**config.mk**
```make
export PLATFORM = sky130hd
export DESIGN_NAME = async_fifo_stream_reader_flat
export DESIGN_NICKNAME = d
export VERILOG_FILES = /design/src/rtl/async_fifo_stream_reader_if.sv /design/src/rtl/async_fifo_stream_reader.sv /design/src/flat_wrapper.sv
export SDC_FILE = /design/constraint.sdc
export NUM_CORES = 1
export LEC_CHECK = 0
export BUFFER_PORTS_ARGS = -buffer_cell sky130_fd_sc_hd__buf_2
export CAP_MARGIN = 5
export CORE_MARGIN = 4
export CORE_UTILIZATION = 52
export CTS_CLUSTER_DIAMETER = 100
export DETAILED_ROUTE_END_ITERATION = 12
export GPL_ROUTABILITY_DRIVEN = 0
export GPL_TIMING_DRIVEN = 0
export PLACE_DENSITY_LB_ADDON = 0.3
export SETUP_SLACK_MARGIN = 0.5
export SYNTH_ARGS = -nofsm -noshare
export SYNTH_HDL_FRONTEND = slang
export SYNTH_SLANG_ARGS = --single-unit
```
**constraint.sdc**
```tcl
create_clock -name rd_clk -period 2.37 [get_ports rd_clk]
set_clock_uncertainty 0.1 [all_clocks]
set_input_delay 0 -clock rd_clk [delete_from_list [all_inputs] [get_ports rd_clk]]
set_output_delay 0 -clock rd_clk [all_outputs]
set_load 0.05 [all_outputs]
```
**src/rtl/async_fifo_stream_reader_if.sv**
```systemverilog
// Read-side bundle: async_fifo read port plus the valid/ready output stream.
interface async_fifo_stream_reader_if #(
  parameter int unsigned DATA_WIDTH = 8
) ();
  logic                  fifo_rd_en;
  logic [DATA_WIDTH-1:0] fifo_rd_data;
  logic                  fifo_empty;
  logic                  m_valid;
  logic                  m_ready;
  logic [DATA_WIDTH-1:0] m_data;

  modport master (
    output fifo_rd_en, m_valid, m_data,
    input  fifo_rd_data, fifo_empty, m_ready
  );

  modport slave (
    input  fifo_rd_en, m_valid, m_data,
    output fifo_rd_data, fifo_empty, m_ready
  );
endinterface

```
**src/rtl/async_fifo_stream_reader.sv**
```systemverilog
// Pulls words from async_fifo, absorbs its 1-cycle read latency and presents them
// as a valid/ready stream through a 2-entry buffer; adds flush and a handshake counter.
module async_fifo_stream_reader #(
  parameter int unsigned DATA_WIDTH  = 8,
  parameter int unsigned COUNT_WIDTH = 16
) (
  input  logic                   rd_clk,
  input  logic                   rst,
  input  logic                   flush,
  async_fifo_stream_reader_if.master bus,
  output logic [COUNT_WIDTH-1:0] xfer_count,
  output logic                   busy
);

  logic [1:0]             occ_q, occ_d;
  logic                   inflight_q, inflight_d;
  logic [DATA_WIDTH-1:0]  head_q, head_d;
  logic [DATA_WIDTH-1:0]  tail_q, tail_d;
  logic [COUNT_WIDTH-1:0] count_q, count_d;
  logic                   m_valid_q, m_valid_d;
  logic                   busy_q, busy_d;
  logic                   pop;
  logic [2:0]             level;
  logic                   rd_en;

  // Read issue and next-state; a capture always lands in head when the buffer drains to it.
  always_comb begin
    occ_d      = occ_q;
    head_d     = head_q;
    tail_d     = tail_q;
    pop        = m_valid_q & bus.m_ready;
    count_d    = count_q + COUNT_WIDTH'(pop);
    level      = 3'(occ_q) + 3'(inflight_q) - 3'(pop);
    rd_en      = !rst && !flush && !bus.fifo_empty && (level < 3'd2);
    inflight_d = rd_en;

    if (flush) begin
      occ_d = 2'd0;
    end else begin
      unique case ({inflight_q, pop})
        2'b11: begin
          if (occ_q == 2'd2) begin
            head_d = tail_q;
            tail_d = bus.fifo_rd_data;
          end else begin
            head_d = bus.fifo_rd_data;
          end
        end
        2'b10: begin
          if (occ_q == 2'd0) head_d = bus.fifo_rd_data;
          else               tail_d = bus.fifo_rd_data;
          occ_d = occ_q + 2'd1;
        end
        2'b01: begin
          head_d = tail_q;
          occ_d  = occ_q - 2'd1;
        end
        default: ;
      endcase
    end

    m_valid_d = (occ_d != 2'd0);
    busy_d    = (occ_d != 2'd0) || inflight_d;
  end

  always_ff @(posedge rd_clk) begin
    if (rst) begin
      occ_q      <= 2'd0;
      inflight_q <= 1'b0;
      head_q     <= '0;
      tail_q     <= '0;
      count_q    <= '0;
      m_valid_q  <= 1'b0;
      busy_q     <= 1'b0;
    end else begin
      occ_q      <= occ_d;
      inflight_q <= inflight_d;
      head_q     <= head_d;
      tail_q     <= tail_d;
      count_q    <= count_d;
      m_valid_q  <= m_valid_d;
      busy_q     <= busy_d;
    end
  end

  assign bus.fifo_rd_en = rd_en;
  assign bus.m_valid    = m_valid_q;
  assign bus.m_data     = head_q;
  assign xfer_count     = count_q;
  assign busy           = busy_q;

endmodule

```
**src/flat_wrapper.sv**
```systemverilog
// flat-port wrapper written by rule: the top's interface ports become plain ports
module async_fifo_stream_reader_flat 
#(
  parameter int unsigned DATA_WIDTH  = 8,
  parameter int unsigned COUNT_WIDTH = 16
)
  (rd_clk, rst, flush, xfer_count, busy, bus_fifo_rd_en, bus_m_valid, bus_m_data, bus_fifo_rd_data, bus_fifo_empty, bus_m_ready);
  async_fifo_stream_reader_if #(.DATA_WIDTH(DATA_WIDTH)) bus_i ();
  input  logic rd_clk;
  input  logic rst;
  input  logic flush;
  output logic [COUNT_WIDTH-1:0] xfer_count;
  output logic busy;
  output wire logic [$bits(bus_i.fifo_rd_en)-1:0] bus_fifo_rd_en;
  output wire logic [$bits(bus_i.m_valid)-1:0] bus_m_valid;
  output wire logic [$bits(bus_i.m_data)-1:0] bus_m_data;
  input wire logic [$bits(bus_i.fifo_rd_data)-1:0] bus_fifo_rd_data;
  input wire logic [$bits(bus_i.fifo_empty)-1:0] bus_fifo_empty;
  input wire logic [$bits(bus_i.m_ready)-1:0] bus_m_ready;
  assign bus_fifo_rd_en = bus_i.fifo_rd_en;
  assign bus_m_valid = bus_i.m_valid;
  assign bus_m_data = bus_i.m_data;
  assign bus_i.fifo_rd_data = bus_fifo_rd_data;
  assign bus_i.fifo_empty = bus_fifo_empty;
  assign bus_i.m_ready = bus_m_ready;
  async_fifo_stream_reader #(.DATA_WIDTH(DATA_WIDTH), .COUNT_WIDTH(COUNT_WIDTH)) u_core (.rd_clk(rd_clk), .rst(rst), .flush(flush), .bus(bus_i), .xfer_count(xfer_count), .busy(busy));
endmodule
```
==> impl_results.md, run 1 <==
* Status: complete, no violations
* Startpoint of the lowest-slack hold path: bus_m_ready
* Residual DRC at 0
* Placement Rows at 20
* RSZ-0062 raised after global routing: true
* Proportion of layout cells with a drive suffix above 1 at 34.0%
* Final setup violation count at 0
* Min-delay worst type: input port to flop
* Largest net degree at the start of global routing at 13
* Met3 wire length at 145 µm
* Synthesized instance count at 184
* Number of levels the H-tree was split into at 2
* CTS root buf: clkbuf_4
* Share of the clock period used by the worst path after layout at 94.0%
* Port Buf Inserts at 38
* Proportion of power drawn by combinational gates at 12.6%
* Internal cell power at 797 µW
* Number of antenna violations at the first check in global routing at 0
* Die span in y at 64.8 µm
* Number of hold-slack violations in the final timing report at 0
* I/O pins at 40
* Register area share after synthesis at 44.2%
* Layout-stage area growth over the synthesis result at 36.0%
* VDD IR-drop max at 0.367 mV
* Clock share of power at 29.6%
* Startpoint of the worst register-to-register path: u_core.occ_q[0]
* Post-layout net count at 262
* Switching Fraction at 27.4%
* Synthesis Warnings at 0
* Final setup TNS at 0 ns
* Total detailed-routing wirelength at 3.73 mm
* Clock insertion delay at the later pin of the skew report at 0.33 ns
* Detail Placement HPWL at 2.50 mm
* Final number of max-transition violations at 0
* Vias in the first global route at 1,396
* Number of antenna diodes at 0
* Starting density of the core at 54.4%
* Area of the multi-input gates at 995 µm²
* Overall fraction of global-route tracks in use at 19.2%
* Syn Nets at 200
* Wire length on met1 at 1.66 mm
* Leak pwr at 0.000998 µW
* CTS tree: yes
* Data required time at the worst endpoint at 2.27 ns
* Category of the critical setup timing path: flop to primary output
* Relative max-transition margin at 63.9%
* Die boundary width at 64.8 µm
* Congestion Overflow GR at 0
* Cell area after synthesis at 1680 µm²
* Number of violations reported at the end of detailed-routing iteration 0 at 84
* Number of distinct library cells after synthesis at 39
* Maximum operating frequency at 449 MHz
* Max FO, Critical Path at 3
* Area contributors post-synth: dfxtp_1 44%, nor2_1 6.7%, mux2i_1 6.0%, xnor2_1 4.7%, nand2_1 3.4%
* Highest metal layer used by the detailed router: met4
* Number of antenna-violating nets in the routed design at 0
* Fin crit period at 2.23 ns
* DR pass1 iterations at 4
* Clock buffers created by TritonCTS at 5
* Setup slack of the critical path after layout at 0.143 ns
* Fillers at 243
* Max-cap viol count at 0
* Capturing element type of the critical path: primary output
* Seq cells post-synth at 37
* Worst Max-Slew Pin Slew at 0.542 ns
* Cell type with the largest total area after synthesis: dfxtp_1
* Post-synthesis area per instance at 9.11 µm²
* P_sw at 301 µW
* Detailed-routed wire length on met2 at 1.89 mm
* Worst setup slack before clock tree synthesis at 0.234 ns
* First-pass GRT wire length at 6.31 mm
* Worst setup path startpoint: u_core.occ_q[0]
* Clock slew seen by the registers of the worst setup and hold paths at 0.11 ns
* Area of the die at 4190 µm²
* Clock sink total at 37
* Top cell type's share of synthesized area at 44.2%
* Routed WL per cell at 12.8 µm
* Register share of total power at 57.8%
* Drt via density at 5.15
* Core Footprint at 3080 µm²
* Maximum root-to-sink buffer count at 2
* Arrival time reported for the critical path endpoint at 2.13 ns
* Pwr/cell area at 482 nW/µm²
* CP startpoint kind: flop
* Sequential cell area at 749 µm²
* Total via count in the routed design at 1,498
## cell usage after synthesis
library cell	count
dfxtp_1	37
nor2_1	30
nand2_1	15
mux2i_1	10
o21ai_0	10
xnor2_1	9
a311oi_1	6
nand3_1	6
clkbuf_1	5
nor4_1	5
nor3_1	4
or2_2	4
xor2_1	4
buf_6	3
inv_1	3
nor2b_1	3
nor4b_1	3
a21oi_1	2
a311oi_2	2
ha_1	2
nand4_1	2
or3_1	2
a211oi_1	1
a21boi_0	1
a21boi_1	1
a21oi_4	1
and2_0	1
and3_1	1
and3b_1	1
buf_1	1
buf_2	1
fa_1	1
mux2_2	1
nand2b_1	1
nand3b_1	1
nand4b_1	1
nor3b_1	1
o21ai_1	1
or3b_1	1
## critical path: stages, from the launching register on
cell and delay, ns:
dfxtp_4 0.36, and3b_2 0.23, or2_4 0.13, nand2_4 0.05, fa_2 0.34, xor2_2 0.18
nor4b_4 0.30, buf_6 0.20
## per-layer routing
| layer | vias up | global-route usage [%] |
|---|---|---|
| li1 | 764 | - |
| met1 | 702 | 21.8 |
| met2 | 27 | 34.6 |
| met3 | 5 | 5.72 |
| met4 | 0 | 5.54 |
| met5 | - | 0 |
## cell families after synthesis
family,after synthesis,synth area share (%)
AND/OR/NAND/NOR,82,24.2
flip-flops,37,44.2
AO/OA/AOI/OAI,25,11.1
XOR/XNOR,13,6.80
buffers and inverters,13,4.33
multiplexers,11,6.65
adder cells (fa/ha/maj),3,2.69
## flip-flops by register name, summed over array words and instances, names as in the netlist
name                flops
u_core.tail_q           8
u_core.xfer_count      16
u_core.occ_q            2
u_core.bus.m_valid      1
u_core.bus.m_data       8
u_core.inflight_q       1
u_core.busy             1
## layout by cell type, fill, tap and decap left out, drive strengths merged, types with 3 or more instances in the layout
cell / count
a21oi: 3
a311oi: 8
buf: 49
clkbuf: 10
dfxtp: 37
dlygate4sd3: 11
inv: 3
mux2i: 10
nand2: 15
nand3: 6
nor2: 30
nor2b: 3
nor3: 4
nor4: 5
nor4b: 3
o21ai: 11
or2: 4
xnor2: 9
xor2: 4
## worst paths after layout
| path | depth (start not counted) | end | slack, ns |
|---|---|---|---|
| setup / recovery | 7 | bus_fifo_rd_en | 0.14 |
| hold / removal | 4 | u_core.bus.m_valid | 0.10 |
| setup reg to reg | 7 | u_core.busy | 0.35 |
| hold reg to reg | 2 | u_core.bus.m_data[1] | 0.39 |
## area by class of cell
type                       instances  area share [%]
buffer                            10            2.69
tap                               44            2.42
clock inverter                     3           0.769
multi-input combinational        134            43.7
inverter                           3           0.494
timing repair buffer              55            15.4
sequential                        37            32.9
clock buffer                       5            1.65
## power groups by stage
| stage | logic [µW] | clock network, µW | registers [µW] |
|---|---|---|---|
| 2_1_floorplan | 53.2 | 0 | 680 |
| 3_3_place_gp | 114 | 0 | 651 |
| 3_5_place_dp | 115 | 0 | 651 |
| 4_1_cts | 132 | 339 | 636 |
| 5_1_grt | 149 | 363 | 637 |
| 6_report | 138 | 325 | 635 |
## per-stage QoR
| step | utilization [%] | cell area, µm² | total power (µW) | hold slack, ns | cells |
|---|---|---|---|---|---|
| final | 74.0 | 2280 | 1100 | 0.104 | 291 |
| after global routing | 74.0 | 2280 | 1150 | 0.142 | 291 |
| after CTS | 70.3 | 2160 | 1110 | 0.0651 | 287 |
| after detailed placement | 63.7 | 1960 | 766 | 0.122 | 266 |
| after global placement | 63.7 | 1960 | 765 | 0.120 | 266 |
| after floorplan | - | 1710 | 733 | -0.0278 | 184 |
## timing repair
action / in CTS / in global routing
hold endpoints to repair: 23 / 0
gates resized for setup: 7 / 15
pin swaps: 1 / 3
cloned: 0 / 0
hold buffers: 11 / 0
setup buffers: 2 / 4
endpoints found under the setup margin: 5 / 16
Note: power is estimated with default switching activity, not from simulation.
==> run 2: changes to the inputs <==
--- a/config.mk
+++ b/config.mk
@@ -7,7 +7,6 @@
 export LEC_CHECK = 0
 export BUFFER_PORTS_ARGS = -buffer_cell sky130_fd_sc_hd__buf_2
 export CAP_MARGIN = 5
-export CORE_MARGIN = 4
 export CORE_UTILIZATION = 52
 export CTS_CLUSTER_DIAMETER = 100
 export DETAILED_ROUTE_END_ITERATION = 12
==> impl_results.md, run 2 (synthesis gave the netlist of run 1 again) <==
* Top library cells by usage in the layout, fill and taps aside: 38 x buf_2, 34 x dfxtp_1, 30 x nor2_1, 13 x nand2_1, 11 x dlygate4sd3_1
* Number of hold-slack violations in the final timing report at 0 (unchanged)
* Layout-stage area growth over the synthesis result at 39.3%
* Final setup violation count at 0 (unchanged)
* Min-delay worst type: input port to flop
* Data required time at the worst endpoint at 2.27 ns (about the same)
* Worst setup slack before clock tree synthesis at 0.214 ns (-0.0201 ns)
* DR pass1 iterations at 5 (+1)
* Die boundary width at 58.8 µm (-9.3%)
* Leak pwr at 0.00106 µW (+5.8%)
* Port Buf Inserts at 38 (unchanged)
* Maximum cell stage delay along the critical path at 0.36 ns (about the same)
* Number of violations reported at the end of detailed-routing iteration 0 at 93 (+11%)
* First-pass GRT wire length at 6.16 mm (-2.3%)
* Number of antenna diodes at 0 (unchanged)
* Worst Max-Slew Pin Slew at 0.657 ns (+0.115 ns)
* Max FO, Critical Path at 3 (unchanged)
* Clock buffers created by TritonCTS at 5 (unchanged)
* Detail Placement HPWL at 2.58 mm (+2.9%)
* Total detailed-routing wirelength at 4.00 mm (+7.3%)
* Residual DRC at 0 (unchanged)
* I/O pins at 40 (unchanged)
* Fillers at 232 (-4.5%)
* Clock slew seen by the registers of the worst setup and hold paths at 0.10 ns (about the same)
* Status: complete, no violations
* Max-cap viol count at 0 (unchanged)
* Placement Rows at 20 (unchanged)
* Routed WL per cell at 13.8 µm (+7.3%)
* Congestion Overflow GR at 0 (unchanged)
* Drt via density at 5.34 (+3.7%)
* Most frequent standard cell in the layout excluding fill and tap cells: buf_2
* Starting density of the core at 54.9% (+0.45 points)
* Maximum operating frequency at 443 MHz (-1.3%)
* Arrival time reported for the critical path endpoint at 2.15 ns (+0.02 ns)
* Clock insertion delay at the later pin of the skew report at 0.35 ns (+0.02 ns)
* Slowest library cell on the worst path: dfxtp_4
* Maximum root-to-sink buffer count at 2 (unchanged)
* Number of flip-flops under the largest register name at 16 (unchanged)
* Critical Path, Cell by Cell: and3b_2 > or2_4 > nand2_2 > fa_2 > xor2_2 > nor4b_4 > buf_6
* Area of the die at 3450 µm² (-18%)
* Total via count in the routed design at 1,554 (+3.7%)
* Sum of internal, switching and leakage power at 1100 µW (about the same)
* Clock sink total at 37 (unchanged)
* Share of the clock period used by the worst path after layout at 95.1% (+1.2 points)
* Die span in y at 58.8 µm (-9.3%)
* Fin crit period at 2.25 ns (+0.0283 ns)
* Number of antenna-violating nets in the routed design at 0 (unchanged)
* CTS root buf: clkbuf_4
* Final number of max-transition violations at 0 (unchanged)
* Pwr/cell area at 470 nW/µm² (-2.4%)
* Overall fraction of global-route tracks in use at 23.7% (+4.4 points)
* Capturing element type of the critical path: primary output
* Largest net degree at the start of global routing at 12 (-1)
* Hold_ws at 0.0873 ns (-0.0166 ns)
* Category of the critical setup timing path: flop to primary output
* Post-layout util at 76.4% (+2.4 points)
* Proportion of layout cells with a drive suffix above 1 at 35.2% (+1.2 points)
* Number of levels the H-tree was split into at 2 (unchanged)
* Number of antenna violations at the first check in global routing at 0 (unchanged)
* Vias in the first global route at 1,458 (+4.4%)
* Post-layout net count at 262 (unchanged)
* CP startpoint kind: flop
* RSZ-0062 raised after global routing: true
* CTS tree: yes
* VDD IR-drop max at 0.418 mV (+14%)
* Setup slack of the critical path after layout at 0.115 ns (-0.0283 ns)
* Relative max-transition margin at 56.1% (-7.7 points)
* Core Footprint at 3050 µm² (-0.81%)
run 2: area by class of cell:
cell class	count	area, µm²	share of cell area [%]
tap	44	55.1	2.36
clock buffer	6	41.3	1.77
multi-input combinational	134	1050	45.1
clock inverter	2	10.0	0.429
buffer	10	62.6	2.68
timing repair buffer	55	352	15.1
sequential	37	749	32.1
inverter	3	11.3	0.483
run 2: layer usage:
layer	track usage, %	vias to the layer above	share of wire, %
met3	5.27	7	3.6
met4	11.2	0	1.5
li1	-	763	-
met5	0	-	0
met2	41.7	37	52
met1	27.0	747	43
run 2: worst max-delay path, delay by kind of cell (launching register included):
kind / cells / cell delay, ns
buffers and inverters: 1 / 0.20
DFF: 1 / 0.36
adders and majority gates: 1 / 0.35
xor gates and xnor gates: 1 / 0.17
and+or+nand+nor: 4 / 0.72
run 2: per-stage QoR:
step | instances | setup TNS [ns] | cell area, µm²
final | 291 | 0 | 2330
after global routing | 291 | 0 | 2330
after CTS | 288 | 0 | 2190
after detailed placement | 266 | 0 | 1960
after global placement | 266 | 0 | 1960
after floorplan | 184 | -0.0976 | 1710
run 2: worst paths after layout:
check	startpoint	to	slack (ns)	cells after the start
min	bus_m_ready	u_core.bus.m_valid	0.09	4
max	u_core.occ_q[0]	bus_fifo_rd_en	0.12	7
min reg2reg	u_core.tail_q[5]	u_core.bus.m_data[5]	0.38	2
max reg2reg	u_core.bus.m_valid	u_core.busy	0.31	7
run 2: report_power, final:
part           leakage [µW]  internal (µW)  switching (µW)
Combinational      0.000723           54.7            83.1
Clock             0.0000320            113             211
Sequential         0.000301            630            5.67
Total               0.00106            798             300
run 2: repair_timing:
| action | in CTS | in global routing |
|---|---|---|
| endpoints found under the setup margin | 6 | 22 |
| resized for setup | 12 | 20 |
| pin swaps | 2 | 2 |
| setup buffers | 3 | 3 |
| endpoints found under the hold margin | 23 | 0 |
| hold buffers | 11 | 0 |
==> run 3: changes to the inputs <==
--- a/config.mk
+++ b/config.mk
@@ -7,6 +7,7 @@
 export LEC_CHECK = 0
 export BUFFER_PORTS_ARGS = -buffer_cell sky130_fd_sc_hd__buf_2
 export CAP_MARGIN = 5
+export CORE_MARGIN = 2
 export CORE_UTILIZATION = 52
 export CTS_CLUSTER_DIAMETER = 100
 export DETAILED_ROUTE_END_ITERATION = 12
==> impl_results.md, run 3 (synthesis gave the netlist of run 1 again) <==
* Maximum cell stage delay along the critical path at 0.38 ns (+0.02 ns)
* Port Buf Inserts at 38 (unchanged)
* Post-layout net count at 258 (-1.5%)
* Internal cell power at 934 µW (+17%)
* Clock share of power at 37.4% (+7.9 points)
* Top library cells by usage in the layout, fill and taps aside: 38 x buf_2, 34 x dfxtp_1, 30 x nor2_1, 13 x nand2_1, 11 x dlygate4sd3_1
* Maximum root-to-sink buffer count at 2 (unchanged)
* Congestion Overflow GR at 0 (unchanged)
* Critical Path, Cell by Cell: and3b_2 > or2_4 > nand2_2 > fa_2 > xor2_2 > nor4b_4 > buf_6
* Drt via density at 5.29 (-1.0%)
* Status: complete, no violations
* Clock buffers created by TritonCTS at 5 (unchanged)
* CP startpoint kind: flop
* Fin crit period at 2.27 ns (+0.0163 ns)
* Number of antenna diodes at 0 (unchanged)
* Final std cells w/o fill at 287 (-1.4%)
* Total detailed-routing wirelength at 4.09 mm (+2.2%)
* First-pass GRT wire length at 6.02 mm (-2.2%)
* Number of antenna-violating nets in the routed design at 0 (unchanged)
* Core Footprint at 3050 µm² (unchanged)
* Number of flip-flops under the largest register name at 16 (unchanged)
* Number of levels the H-tree was split into at 2 (unchanged)
* Data required time at the worst endpoint at 2.27 ns (about the same)
* Routed WL per cell at 14.3 µm (+3.7%)
* Vias in the first global route at 1,346 (-7.7%)
* RSZ-0062 raised after global routing: true
* Overall fraction of global-route tracks in use at 22.4% (-1.3 points)
* Leak pwr at 0.000995 µW (-5.7%)
* CTS tree: yes
* Starting density of the core at 54.9% (unchanged)
* Max-cap viol count at 0 (unchanged)
* Area of the die at 3690 µm² (+6.9%)
* Capturing element type of the critical path: primary output
* Min-delay worst type: input port to flop
* Area of the multi-input gates at 1010 µm² (-4.0%)
* Post-layout util at 75.1% (-1.3 points)
* I/O pins at 40 (unchanged)
* Proportion of power drawn by combinational gates at 10.9% (-1.7 points)
* Number of antenna violations at the first check in global routing at 0 (unchanged)
* Fillers at 233 (+0.43%)
* Clock insertion delay at the later pin of the skew report at 0.35 ns (about the same)
* VDD IR-drop max at 0.359 mV (-14%)
* Register share of total power at 51.7% (-6.2 points)
* Share of the clock period used by the worst path after layout at 95.8% (+0.69 points)
* Detail Placement HPWL at 2.57 mm (-0.21%)
* Proportion of layout cells with a drive suffix above 1 at 32.5% (-2.7 points)
* Area of placed instances at 1960 µm² (unchanged)
* Placement Rows at 20 (unchanged)
* Switching Fraction at 24.1% (-3.2 points)
* Sequential cell area at 749 µm² (unchanged)
* P_sw at 296 µW (-1.2%)
* Max FO, Critical Path at 7 (+4)
* Total instance count after detailed placement at 266 (unchanged)
* Layout-stage area growth over the synthesis result at 36.9%
* DR pass1 iterations at 4 (-1)
* Number of hold-slack violations in the final timing report at 0 (unchanged)
* Arrival time reported for the critical path endpoint at 2.17 ns (+0.02 ns)
* Residual DRC at 0 (unchanged)
* Register-to-register setup slack at 0.41 ns (+0.10 ns)
* Final instance area at 2290 µm² (-1.7%)
* Sum of internal, switching and leakage power at 1230 µW (+12%)
* Final number of max-transition violations at 0 (unchanged)
* Category of the critical setup timing path: flop to primary output
* Most frequent standard cell in the layout excluding fill and tap cells: buf_2
* Pwr/cell area at 536 nW/µm² (+14%)
* Total via count in the routed design at 1,517 (-2.4%)
* Largest net degree at the start of global routing at 12 (unchanged)
* Die boundary width at 60.8 µm (+3.4%)
* Final setup violation count at 0 (unchanged)
* Clock sink total at 37 (unchanged)
* Die span in y at 60.8 µm (+3.4%)
* CTS root buf: clkbuf_4
* Clock slew seen by the registers of the worst setup and hold paths at 0.11 ns (about the same)
* Delay-heaviest family, CP: simple AND/OR/NAND/NOR gates
* Number of violations reported at the end of detailed-routing iteration 0 at 106 (+14%)
* Maximum operating frequency at 440 MHz (-0.72%)
* Slowest library cell on the worst path: dfxtp_4
* Relative max-transition margin at 53.1% (-3.0 points)
* Worst Max-Slew Pin Slew at 0.704 ns (+0.0471 ns)
* Count of buffering cells on the critical path with inverters included at 1 (unchanged)
[run 3: cell count changes in the layout (fill, tap and decap cells not counted), moves of 2 or more]
cell / change
buf_4: -4
clkinv_2: -2
nor4_2: +2
nor4_4: -2
[run 3: area by class of cell]
type                       instances  share of cell area (%)
timing repair buffer              51                    14.0
tap                               44                    2.40
multi-input combinational        134                    44.0
clock inverter                     1                    1.31
sequential                        37                    32.7
inverter                           3                   0.491
buffer                            10                    2.67
clock buffer                       7                    2.40
[run 3: path summary, 6_finish.rpt]
check	startpoint	cells after the start	end
max	u_core.occ_q[0]	7	bus_fifo_rd_en
min	bus_m_ready	4	u_core.bus.m_valid
max reg2reg	u_core.bus.m_valid	6	u_core.busy
min reg2reg	u_core.tail_q[5]	2	u_core.bus.m_data[5]
[run 3: per-layer routing]
layer / track usage [%] / wire length, µm
met4: 6.52 / 46
met2: 37.3 / 2120
met5: 0 / 0
met1: 27.5 / 1730
met3: 7.68 / 195
[run 3: per-stage QoR]
step                      setup WS, ns  hold slack, ns  setup TNS, ns
after floorplan                -0.0976         -0.0278        -0.0976
after global placement           0.293           0.121              0
after detailed placement         0.221           0.140              0
after CTS                       0.0808           0.106              0
after global routing           -0.0146           0.151        -0.0146
final                           0.0987           0.112              0
[run 3: what timing repair did]
item	CTS	global route
endpoints found under the setup margin	6	19
hold buffers	11	0
resized for setup	8	15
hold endpoints to repair	22	0
pin swaps	1	1
setup buffers	1	1
[run 3: power by group through the flow]
stage | logic, µW | registers [µW] | clock network [µW]
5_1_grt | 143 | 638 | 498
4_1_cts | 132 | 636 | 465
6_report | 134 | 636 | 460
3_3_place_gp | 114 | 651 | 0
2_1_floorplan | 53.2 | 680 | 0
3_5_place_dp | 116 | 651 | 0
[run 3: tightest hold or removal path, stage by stage]
cell and delay (ns):
buf_2 0.16, a21boi_4 0.07, nor4_1 0.18, a211oi_1 0.11
